--- config.mk ---
export PLATFORM = sky130hd
export DESIGN_NAME = spi_frame_ctrl
export DESIGN_NICKNAME = d
export VERILOG_FILES = /design/src/rtl/spi_ctrl_pkg.sv /design/src/rtl/sck_sync_edge.sv /design/src/rtl/spi_frame_ctrl.sv
export SDC_FILE = /design/constraint.sdc
export NUM_CORES = 1
export LEC_CHECK = 0
export ABC_AREA = 1
export CAP_MARGIN = 30
export CORE_AREA = 2 2 99 101
export DETAILED_ROUTE_END_ITERATION = 10
export DIE_AREA = 0 0 101 103
export DONT_BUFFER_PORTS = 1
export GPL_TIMING_DRIVEN = 0
export PLACE_DENSITY = 0.83
export RECOVER_POWER = 50
export SLEW_MARGIN = 20
export SYNTH_ARGS = -nofsm -noshare
export SYNTH_HDL_FRONTEND = slang
export SYNTH_SLANG_ARGS = --single-unit
export TNS_END_PERCENT = 50
--- constraint.sdc ---
create_clock -name clk -period 1.7 [get_ports clk]
set_clock_uncertainty 0.2 [all_clocks]
set_input_delay 0.51 -clock clk [delete_from_list [all_inputs] [get_ports clk]]
set_output_delay 0.51 -clock clk [all_outputs]
set_load 0.01 [all_outputs]
--- src/rtl/spi_ctrl_pkg.sv ---
// Shared types and constants for the SPI frame controller.
//   spi_state_t : frame sequencer states
//   spi_word_t  : one 32-bit SPI frame payload
//   cursor_t    : received word split into cursor x (upper half) / y (lower half)
package spi_ctrl_pkg;

    localparam int unsigned FRAME_BITS = 32;
    localparam int unsigned HALF_BITS  = FRAME_BITS / 2;

    typedef enum logic [1:0] {
        RESYNC = 2'd0,
        LOAD   = 2'd1,
        SHIFT  = 2'd2,
        DONE   = 2'd3
    } spi_state_t;

    typedef logic [FRAME_BITS-1:0] spi_word_t;

    typedef struct packed {
        logic [HALF_BITS-1:0] x;
        logic [HALF_BITS-1:0] y;
    } cursor_t;

    // Upper half of the frame is x, lower half is y.
    function automatic cursor_t split_word(input spi_word_t w);
        return cursor_t'(w);
    endfunction

endpackage

--- src/rtl/sck_sync_edge.sv ---
// Synchronizes the raw SPI clock into clk and produces registered
// single-cycle rise/fall pulses.
// Ports:
//   clk    in  system clock
//   reset  in  synchronous active-high reset
//   sck_i  in  raw sck, asynchronous to clk
//   rise_o out 1-cycle pulse per synchronized rising edge
//   fall_o out 1-cycle pulse per synchronized falling edge
// Pulse latency from an sck transition is SYNC_STAGES+1 clk cycles.
module sck_sync_edge #(
    parameter int unsigned SYNC_STAGES = 2
) (
    input  logic clk,
    input  logic reset,
    input  logic sck_i,
    output logic rise_o,
    output logic fall_o
);

    logic [SYNC_STAGES-1:0] sync_q;
    logic                   prev_q;
    logic                   rise_q;
    logic                   fall_q;

    // Metastability chain, previous-value flop and registered edge pulses.
    always_ff @(posedge clk) begin
        if (reset) begin
            sync_q <= '0;
            prev_q <= 1'b0;
            rise_q <= 1'b0;
            fall_q <= 1'b0;
        end else begin
            sync_q <= {sync_q[SYNC_STAGES-2:0], sck_i};
            prev_q <= sync_q[SYNC_STAGES-1];
            rise_q <= sync_q[SYNC_STAGES-1] & ~prev_q;
            fall_q <= ~sync_q[SYNC_STAGES-1] & prev_q;
        end
    end

    assign rise_o = rise_q;
    assign fall_o = fall_q;

endmodule

--- src/rtl/spi_frame_ctrl.sv ---
// Clock-domain sequencer for the SPI slave shift register: counts 32-bit
// frames from the synchronized sck, captures each received word as cursor
// x/y, and round-robin picks the next outgoing word among NREQ requesters.
// Ports:
//   clk, reset  system clock, synchronous active-high reset
//   sck_in      raw SPI clock from the master
//   spi_q       received word from the slave (sampled at frame end)
//   spi_d       word the slave loads at the start of the next frame
//   spi_reset   reset to the slave's bit counter
//   req         per-requester pending flag, held until its grant
//   req_data    requester words, slice i = [32*i+31:32*i]
//   grant       1-cycle pulse when that requester's word completed a frame
//   rx_valid    1-cycle pulse, new rx_x/rx_y available
//   rx_x, rx_y  upper / lower half of the last completed received word
//   frame_err   1-cycle pulse when a stalled frame is aborted
//   busy        high while the bit count is non-zero
module spi_frame_ctrl
    import spi_ctrl_pkg::*;
#(
    parameter int unsigned NREQ        = 2,
    parameter int unsigned SYNC_STAGES = 2,
    parameter int unsigned TIMEOUT     = 1024,
    parameter int unsigned RST_CYCLES  = 4,
    parameter spi_word_t   IDLE_WORD   = 32'h0000_0000
) (
    input  logic                 clk,
    input  logic                 reset,
    input  logic                 sck_in,
    input  logic [31:0]          spi_q,
    output logic [31:0]          spi_d,
    output logic                 spi_reset,
    input  logic [NREQ-1:0]      req,
    input  logic [NREQ*32-1:0]   req_data,
    output logic [NREQ-1:0]      grant,
    output logic                 rx_valid,
    output logic [15:0]          rx_x,
    output logic [15:0]          rx_y,
    output logic                 frame_err,
    output logic                 busy
);

    localparam int unsigned PTR_W = (NREQ > 1) ? $clog2(NREQ) : 1;
    localparam int unsigned CNT_W = $clog2(FRAME_BITS + 1);
    localparam int unsigned TMO_W = $clog2(TIMEOUT + 1);
    localparam int unsigned RST_W = $clog2(RST_CYCLES + 1);

    logic             sck_rise;
    logic             sck_fall;

    spi_state_t       state_q;
    logic [CNT_W-1:0] cnt_q;
    logic [TMO_W-1:0] tmo_q;
    logic [RST_W-1:0] rst_cnt_q;
    logic [PTR_W-1:0] ptr_q;
    logic [PTR_W-1:0] sel_q;
    logic             sel_vld_q;
    logic             pend_fall_q;

    spi_word_t        spi_d_q;
    logic             spi_reset_q;
    logic [NREQ-1:0]  grant_q;
    logic             rx_valid_q;
    cursor_t          rx_q;
    logic             frame_err_q;
    logic             busy_q;

    logic             pick_vld;
    logic [PTR_W-1:0] pick_idx;
    spi_word_t        pick_word;
    int unsigned      scan;

    sck_sync_edge #(
        .SYNC_STAGES (SYNC_STAGES)
    ) u_sck_sync (
        .clk    (clk),
        .reset  (reset),
        .sck_i  (sck_in),
        .rise_o (sck_rise),
        .fall_o (sck_fall)
    );

    // Round-robin pick: first pending requester scanning upward from ptr with wrap.
    always_comb begin
        pick_vld  = 1'b0;
        pick_idx  = '0;
        pick_word = IDLE_WORD;
        scan      = 0;
        for (int unsigned k = 0; k < NREQ; k++) begin
            scan = (32'(ptr_q) + k) % NREQ;
            if (!pick_vld && req[PTR_W'(scan)]) begin
                pick_vld  = 1'b1;
                pick_idx  = PTR_W'(scan);
                pick_word = req_data[scan*FRAME_BITS +: FRAME_BITS];
            end
        end
    end

    // Frame sequencer.
    always_ff @(posedge clk) begin
        if (reset) begin
            state_q     <= RESYNC;
            cnt_q       <= '0;
            tmo_q       <= '0;
            rst_cnt_q   <= '0;
            ptr_q       <= '0;
            sel_q       <= '0;
            sel_vld_q   <= 1'b0;
            pend_fall_q <= 1'b0;
            spi_d_q     <= IDLE_WORD;
            spi_reset_q <= 1'b1;
            grant_q     <= '0;
            rx_valid_q  <= 1'b0;
            rx_q        <= '0;
            frame_err_q <= 1'b0;
            busy_q      <= 1'b0;
        end else begin
            grant_q     <= '0;
            rx_valid_q  <= 1'b0;
            frame_err_q <= 1'b0;

            unique case (state_q)
                // Hold the slave in reset; sck edges are discarded here.
                RESYNC: begin
                    cnt_q       <= '0;
                    busy_q      <= 1'b0;
                    tmo_q       <= '0;
                    pend_fall_q <= 1'b0;
                    if (rst_cnt_q == RST_W'(RST_CYCLES - 1)) begin
                        rst_cnt_q   <= '0;
                        spi_reset_q <= 1'b0;
                        state_q     <= LOAD;
                    end else begin
                        rst_cnt_q <= rst_cnt_q + RST_W'(1);
                    end
                end

                // Latch the outgoing word; it stays put for the whole next frame.
                LOAD: begin
                    spi_d_q   <= pick_vld ? pick_word : IDLE_WORD;
                    sel_q     <= pick_idx;
                    sel_vld_q <= pick_vld;
                    tmo_q     <= '0;
                    if (sck_fall) begin
                        pend_fall_q <= 1'b1;
                    end
                    state_q <= SHIFT;
                end

                // Count falls; a fall seen during LOAD/DONE is replayed via pend_fall_q.
                SHIFT: begin
                    if (sck_fall || pend_fall_q) begin
                        pend_fall_q <= 1'b0;
                        tmo_q       <= '0;
                        cnt_q       <= cnt_q + CNT_W'(1);
                        busy_q      <= 1'b1;
                        if (cnt_q == CNT_W'(FRAME_BITS - 1)) begin
                            state_q <= DONE;
                        end
                    end else if (sck_rise) begin
                        tmo_q <= '0;
                    end else if (cnt_q != '0) begin
                        // Stalled mid-frame: abort without grant and leave ptr alone.
                        if (tmo_q == TMO_W'(TIMEOUT - 1)) begin
                            frame_err_q <= 1'b1;
                            spi_reset_q <= 1'b1;
                            rst_cnt_q   <= '0;
                            cnt_q       <= '0;
                            busy_q      <= 1'b0;
                            tmo_q       <= '0;
                            state_q     <= RESYNC;
                        end else begin
                            tmo_q <= tmo_q + TMO_W'(1);
                        end
                    end
                end

                // Publish the received word and retire the granted requester.
                DONE: begin
                    rx_q       <= split_word(spi_q);
                    rx_valid_q <= 1'b1;
                    cnt_q      <= '0;
                    busy_q     <= 1'b0;
                    if (sel_vld_q) begin
                        grant_q[sel_q] <= 1'b1;
                        if (sel_q == PTR_W'(NREQ - 1)) begin
                            ptr_q <= '0;
                        end else begin
                            ptr_q <= sel_q + PTR_W'(1);
                        end
                    end
                    if (sck_fall) begin
                        pend_fall_q <= 1'b1;
                    end
                    state_q <= LOAD;
                end

                default: state_q <= RESYNC;
            endcase
        end
    end

    assign spi_d     = spi_d_q;
    assign spi_reset = spi_reset_q;
    assign grant     = grant_q;
    assign rx_valid  = rx_valid_q;
    assign rx_x      = rx_q.x;
    assign rx_y      = rx_q.y;
    assign frame_err = frame_err_q;
    assign busy      = busy_q;

endmodule

[After elaboration in Yosys (flattened, before gate mapping)]
Index checks and enable logic that the tools add are counted.
Storage, ports and cells
  output and inout bits: 70
  logic and storage cells: 131
  register bits after elaboration: 101
  input bits: 101
Cells by class
  bitwise logic cells: 8
  equality and inequality tests: 18
  shift-type cells: 2
  $lt $le $gt $ge: 4
  add/subtract/negate cells: 5
  muxes and demuxes: 53
  reduce and logical (&&, ||, !) cells: 21
Operators by type and width (number)
  64-bit by 7-bit indexed part select with 32-bit output: 2
  32-bit two-way mux: 3
  11-bit two-way mux: 4
  6-bit two-way mux: 4
  1-bit two-way mux: 23
  11-bit one-hot mux with 2 select lines: 1
  3-bit two-way mux: 5
  2-bit two-way mux: 6
  2-bit != test, second input constant: 6
  3-bit != test, second input constant: 4
  6-bit one-hot mux with 2 select lines: 1
  11-bit by 1-bit adder with 11-bit output, second input constant: 1
  11-bit by 10-bit equality test with 1-bit output, second input constant: 1
  5-bit AND reduction: 2
  2-bit one-hot mux with 4 select lines: 1
  6-bit by 1-bit adder with 6-bit output, second input constant: 1
  6-bit by 5-bit equality test with 1-bit output, second input constant: 1
  1-bit by 2-bit < comparator with 1-bit output, second input constant: 3
  1-bit inverter: 6
  3-bit one-hot mux with 2 select lines: 1
  2-bit AND reduction: 3
  6-bit AND reduction: 1
  2-bit nonzero test: 3
  6-bit nonzero test: 1
  20 further kinds: 27

[Longest topological paths before layout]
  depth in word-level cells: 7
  mapped depth: 12
  gate-level depth less buffers: 11

[Hierarchy]
A second synthesis with hierarchy kept.
Unflattened totals
  cell total of the unflattened synthesis: 675
  area, all modules: 5222.5 um^2
Modules (own cells, without submodules)
  spi_frame_ctrl: area an instance 5082.4 um^2, instances 1, cells each 660, sequential area each 1921.8 um^2
  sck_sync_edge: area an instance 140.1 um^2, instances 1, cells each 15, sequential area each 100.1 um^2

[Worst setup path after synthesis]
OpenSTA, ideal clock, no wires.
  kind: register to register
  start: reg state_q[0]
  end: reg tmo_q[10]
  slack: -41 ps
  buffers on the path: 1
  required time: 1385 ps
  setup time: 115 ps
  cell stages (with the launch flop): 10
  arrival time: 1425 ps
  clock period less this slack: 1741 ps
  cell sequence: dfxtp_1 > inv_1 > ha_1 > buf_6 > nand2_1 > nor2_4 > a21oi_4 > nand3_1 > o21ai_0 > inv_1
Between the ends
  cells in the longest elaborated chain, start to end: 4
  elaborated cells between the ends (all ways): 8
  those cells by class: eq/ne (3); mux (1); reduce/logical (4)
Ends and longest elaborated chain
  from (decl): RTL line spi_frame_ctrl.sv:50  | spi_state_t state_q;
  from (signal assigned): RTL line spi_frame_ctrl.sv:101  | state_q <= RESYNC;
  from (signal assigned): RTL line spi_frame_ctrl.sv:131  | state_q <= LOAD;
  from (signal assigned): RTL line spi_frame_ctrl.sv:146  | state_q <= SHIFT;
  2-bit by 1-bit equality test with 1-bit output / 2-bit logical NOT (equally long branches): RTL line spi_frame_ctrl.sv:121  | unique case (state_q)
  2-bit OR reduction (no line)
  2-bit nonzero test (no line)
  2-bit AND reduction (no line)
  to (signal assigned): RTL line spi_frame_ctrl.sv:172  | tmo_q <= tmo_q + TMO_W'(1);
  to (decl): RTL line spi_frame_ctrl.sv:52  | logic [TMO_W-1:0] tmo_q;
Parallel ways exist; a longest one is shown, timed or not.
A chain may end at the register's enable or synchronous reset.

[Worst setup path after layout]
  start: reg cnt_q[0]
  end: reg state_q[0]
Between the ends
  cells in the longest elaborated chain, start to end: 3
  elaborated cells between the ends (all ways): 5
  those cells by class: eq/ne (3); reduce/logical (2)
Ends and longest elaborated chain
  from (decl): RTL line spi_frame_ctrl.sv:51  | logic [CNT_W-1:0] cnt_q;
  from (signal assigned): RTL line spi_frame_ctrl.sv:154  | cnt_q <= cnt_q + CNT_W'(1);
  6-bit by 5-bit equality test with 1-bit output / 6-bit nonzero test (equally long branches): RTL line spi_frame_ctrl.sv:156, spi_frame_ctrl.sv:161
  3-bit != test (no line)
  5-bit AND reduction (no line) *
  to (signal assigned): RTL line spi_frame_ctrl.sv:146
  to (signal assigned): RTL line spi_frame_ctrl.sv:157  | state_q <= DONE;
  to (signal assigned): RTL line spi_frame_ctrl.sv:170  | state_q <= RESYNC;
Every way passes the cells marked *; elsewhere a longest branch is shown, timed or not.

==> flow_summary.ini <==
[clock_network]
cts-root-buf = clkbuf_8
cts_tree = done
cts_buffers = 9
htreeDepth = 3
hold_buffers = 0
clk_pin_slew_ns = 0.11
cts_buffer_depth = 2
cts_sinks = 101
clkLatencyLatePin_ns = 0.37

[global_route]
grt_usage_pct = 25.0
globalRouteOverflowTotal = 0
grt_pass1_vias = 4492
grt_pass1_wl_um = 20900
antenna_found_initial = 0
grt_util_met3_pct = 6.17
top_usage_layer = met2
grt_use_met1_pct = 29.5
grt_max_degree = 20
gr-usage-met2_pct = 43.8

[critical_path]
startpoint_type = register
critPathCaptureType = register
r2r-start = cnt_q[0]$_SDFFE_PP0P_
slowest_delay_ns = 0.39
crit_path_frequent_cell = nand2_4
worst-path-max-fanout = 6
path_cells = inv_4 -> ha_4 -> nand2_4 -> nor2_4 -> o21bai_4 -> buf_12 -> nand2_4 -> nand2_2 -> a21oi_2
crit_slowest_cell = dfxtp_4
worstPathArrival_ns = 1.85
reg2reg_to = state_q[0]$_SDFFE_PP0P_
cp_data_required_time_ns = 1.79
critical_path_class = register to register
reg2reg_slack_ns = -0.06
ff2ff_path_depth = 9

[run_status]
violations = setup timing
outcome = finished with violations

[placement]
globalplace.congestion = 0.888
hpwlAfterDp_um = 9920
numPortBuffers = 0

[min_path]
min_to = rx_valid$_SDFF_PP0_
min_from = reset
holdPathStages = 1
hold_path.class = primary input to register

[sta]
setup_slack_ns = -0.0607
tightest_slew_ns = 0.586
relSlewSlack_pct = 60.9
finalHoldViolations = 0
max_freq_mhz = 568
min_period_ns = 1.76
final_max_slew_viol_count = 0
rsz0062_at_grt = true
final-setup-viol-count = 4
tns_ns = -0.0957
post-route-period-util_pct = 104

[pwr]
p_leak_nw = 2.47
max-vdd-ir-drop_uv = 619
p_total_w = 0.00543
p_per_area_nw_per_um2 = 894

[drt]
vias = 4900
wl_um = 14300
drtIter0Drc = 256
wire_per_inst_um = 16.7
dr.pass1.iters = 6
viasPerCell = 5.73
drc = 0
detail-route-antenna-nets = 0

[logic_synthesis]
synth.largest_area_cell = dfxtp_1
async_flop_share_pct = 0
mappedNetlistNets = 818
ys_seq_area_share_pct = 38.5
netlist_instances = 709
synth_most_common_cell = nand2_1
synthTopCellsByCount = nand2_1, dfxtp_1, nor2_1, mux2_2, a21oi_1
synth_cell_type_count = 40
synthFlopType = dfxtp_1
ys_seq_elements = 101
yosys_warnings = 0
netlist_area_um2 = 5250
avgSynthCellArea_um2 = 7.40
yosys.area.top_type_share_pct = 38.5
synthTopCellsByArea = dfxtp_1, nand2_1, mux2_2, nor2_1, a21oi_1
synth_edf_count = 0

[cells_and_area]
syn_to_final_growth_pct = 15.9
final_nets = 845
diodes = 0
multi_input_area_um2 = 3090
n_fill_cell = 775
drive_gt1_share_pct = 25.6
regArea_um2 = 2040

[floorplan]
num_rows = 36
io-pin-count = 171
coreArea_um2 = 9460
dieArea_um2 = 10400
fp.dieH_um = 103
start_util_pct = 55.5
chipWidth_um = 101

[job]
cap_violations = 0
## sequential cells by signal, indices dropped and copies added (netlist names), 2 cells and up
register,flops
u_sck_sync.sync_q,2
spi_d,32
rx_y,16
grant,2
state_q,2
rx_x,16
cnt_q,6
rst_cnt_q,3
tmo_q,11
## cell families after synthesis
kind of cell	synth area share [%]
XOR/XNOR	0.501
multiplexers	13.7
buffers and inverters	6.46
AO/OA/AOI/OAI	10.6
AND/OR/NAND/NOR	28.3
adder cells (fa/ha/maj)	1.91
flip-flops	38.5
## final cells by class
| class | count | area share [%] |
|---|---|---|
| tap | 114 | 2.35 |
| clock buffer | 9 | 2.04 |
| multi-input combinational | 537 | 50.9 |
| inverter | 33 | 2.20 |
| sequential | 101 | 33.5 |
| timing repair buffer | 18 | 3.35 |
| clock inverter | 7 | 1.07 |
| buffer | 36 | 4.55 |
## power breakdown
part | switching [W] | total (W) | internal, W
clock | 0.000936 | 0.00151 | 0.000575
sequential | 0.000180 | 0.00271 | 0.00253
combinational | 0.000767 | 0.00122 | 0.000450
total | 0.00188 | 0.00543 | 0.00355
## metrics by stage
| stage | cell area (um^2) | setup slack [ns] | std cells | util (%) | hold WS [ns] |
|---|---|---|---|---|---|
| 2_1_floorplan | 5250 | 0.00274 | 709 | - | 0.188 |
| 6_report | 6080 | -0.0607 | 855 | 64.3 | 0.00433 |
| 3_3_place_gp | 5400 | -0.301 | 823 | 57.0 | 0.206 |
| 5_1_grt | 6080 | -0.112 | 855 | 64.3 | -0.0219 |
| 3_5_place_dp | 5400 | -0.362 | 823 | 57.0 | 0.217 |
| 4_1_cts | 5750 | -0.00744 | 848 | 60.8 | 0.0214 |
## metal layers
metal / vias up / wire length [um]
li1: 2353 / -
met1: 2268 / 5650
met2: 223 / 7050
met3: 56 / 1030
met4: 0 / 553
met5: - / 0
## layout by cell type, fill, tap and decap left out, types with 2 or more instances in the layout
master / instances
inv_6: 2
nor3_2: 4
buf_6: 4
o21ai_1: 4
nand4_1: 7
ha_4: 5
clkbuf_16: 3
dfxtp_2: 8
xnor2_1: 2
nor2_2: 4
buf_2: 4
clkbuf_2: 9
dfxtp_4: 2
inv_2: 3
nand3_2: 2
nor2_4: 8
buf_4: 15
a21oi_2: 6
o21ai_0: 39
nor2_1: 91
and3_1: 2
buf_12: 5
nand2_1: 209
inv_4: 4
inv_8: 3
inv_1: 26
ha_1: 3
buf_8: 2
clkbuf_8: 9
a21oi_1: 44
mux2_2: 63
nand3_1: 13
clkbuf_4: 2
dfxtp_1: 91
clkbuf_1: 10
nand2_2: 7
nand2_4: 7
## critical path: cells and delay by family (launching register included)
kind / cells / cell delay (ns)
AOI/OAI and AO/OA: 2 / 0.29
adders and majority gates: 1 / 0.14
buffers and inverters: 2 / 0.24
DFF: 1 / 0.39
and+or+nand+nor: 4 / 0.44
## worst max path at each step
stage                     slack (ns)                    start                       to
final                          -0.06    cnt_q[0]$_SDFFE_PP0P_  state_q[0]$_SDFFE_PP0P_
after detailed placement       -0.36  state_q[1]$_SDFFE_PP0P_    spi_d[3]$_SDFFE_PP0P_
after global placement         -0.30  state_q[1]$_SDFFE_PP0P_   spi_d[30]$_SDFFE_PP0P_
after floorplan                0.003  state_q[0]$_SDFFE_PP0P_   tmo_q[10]$_SDFFE_PP0P_
after CTS                     -0.007       ptr_q$_SDFFE_PP0P_    spi_d[3]$_SDFFE_PP0P_
after global routing           -0.11    cnt_q[0]$_SDFFE_PP0P_  state_q[0]$_SDFFE_PP0P_
## timing repair
action,4_1_cts,5_1_grt
hold endpoints to repair,0,1
setup endpoints to repair,88,90
resized for setup,29,75
cloned,0,3
buffers inserted,11,4
pin swaps,8,21
No activity file was read; power rests on OpenSTA's default activity.
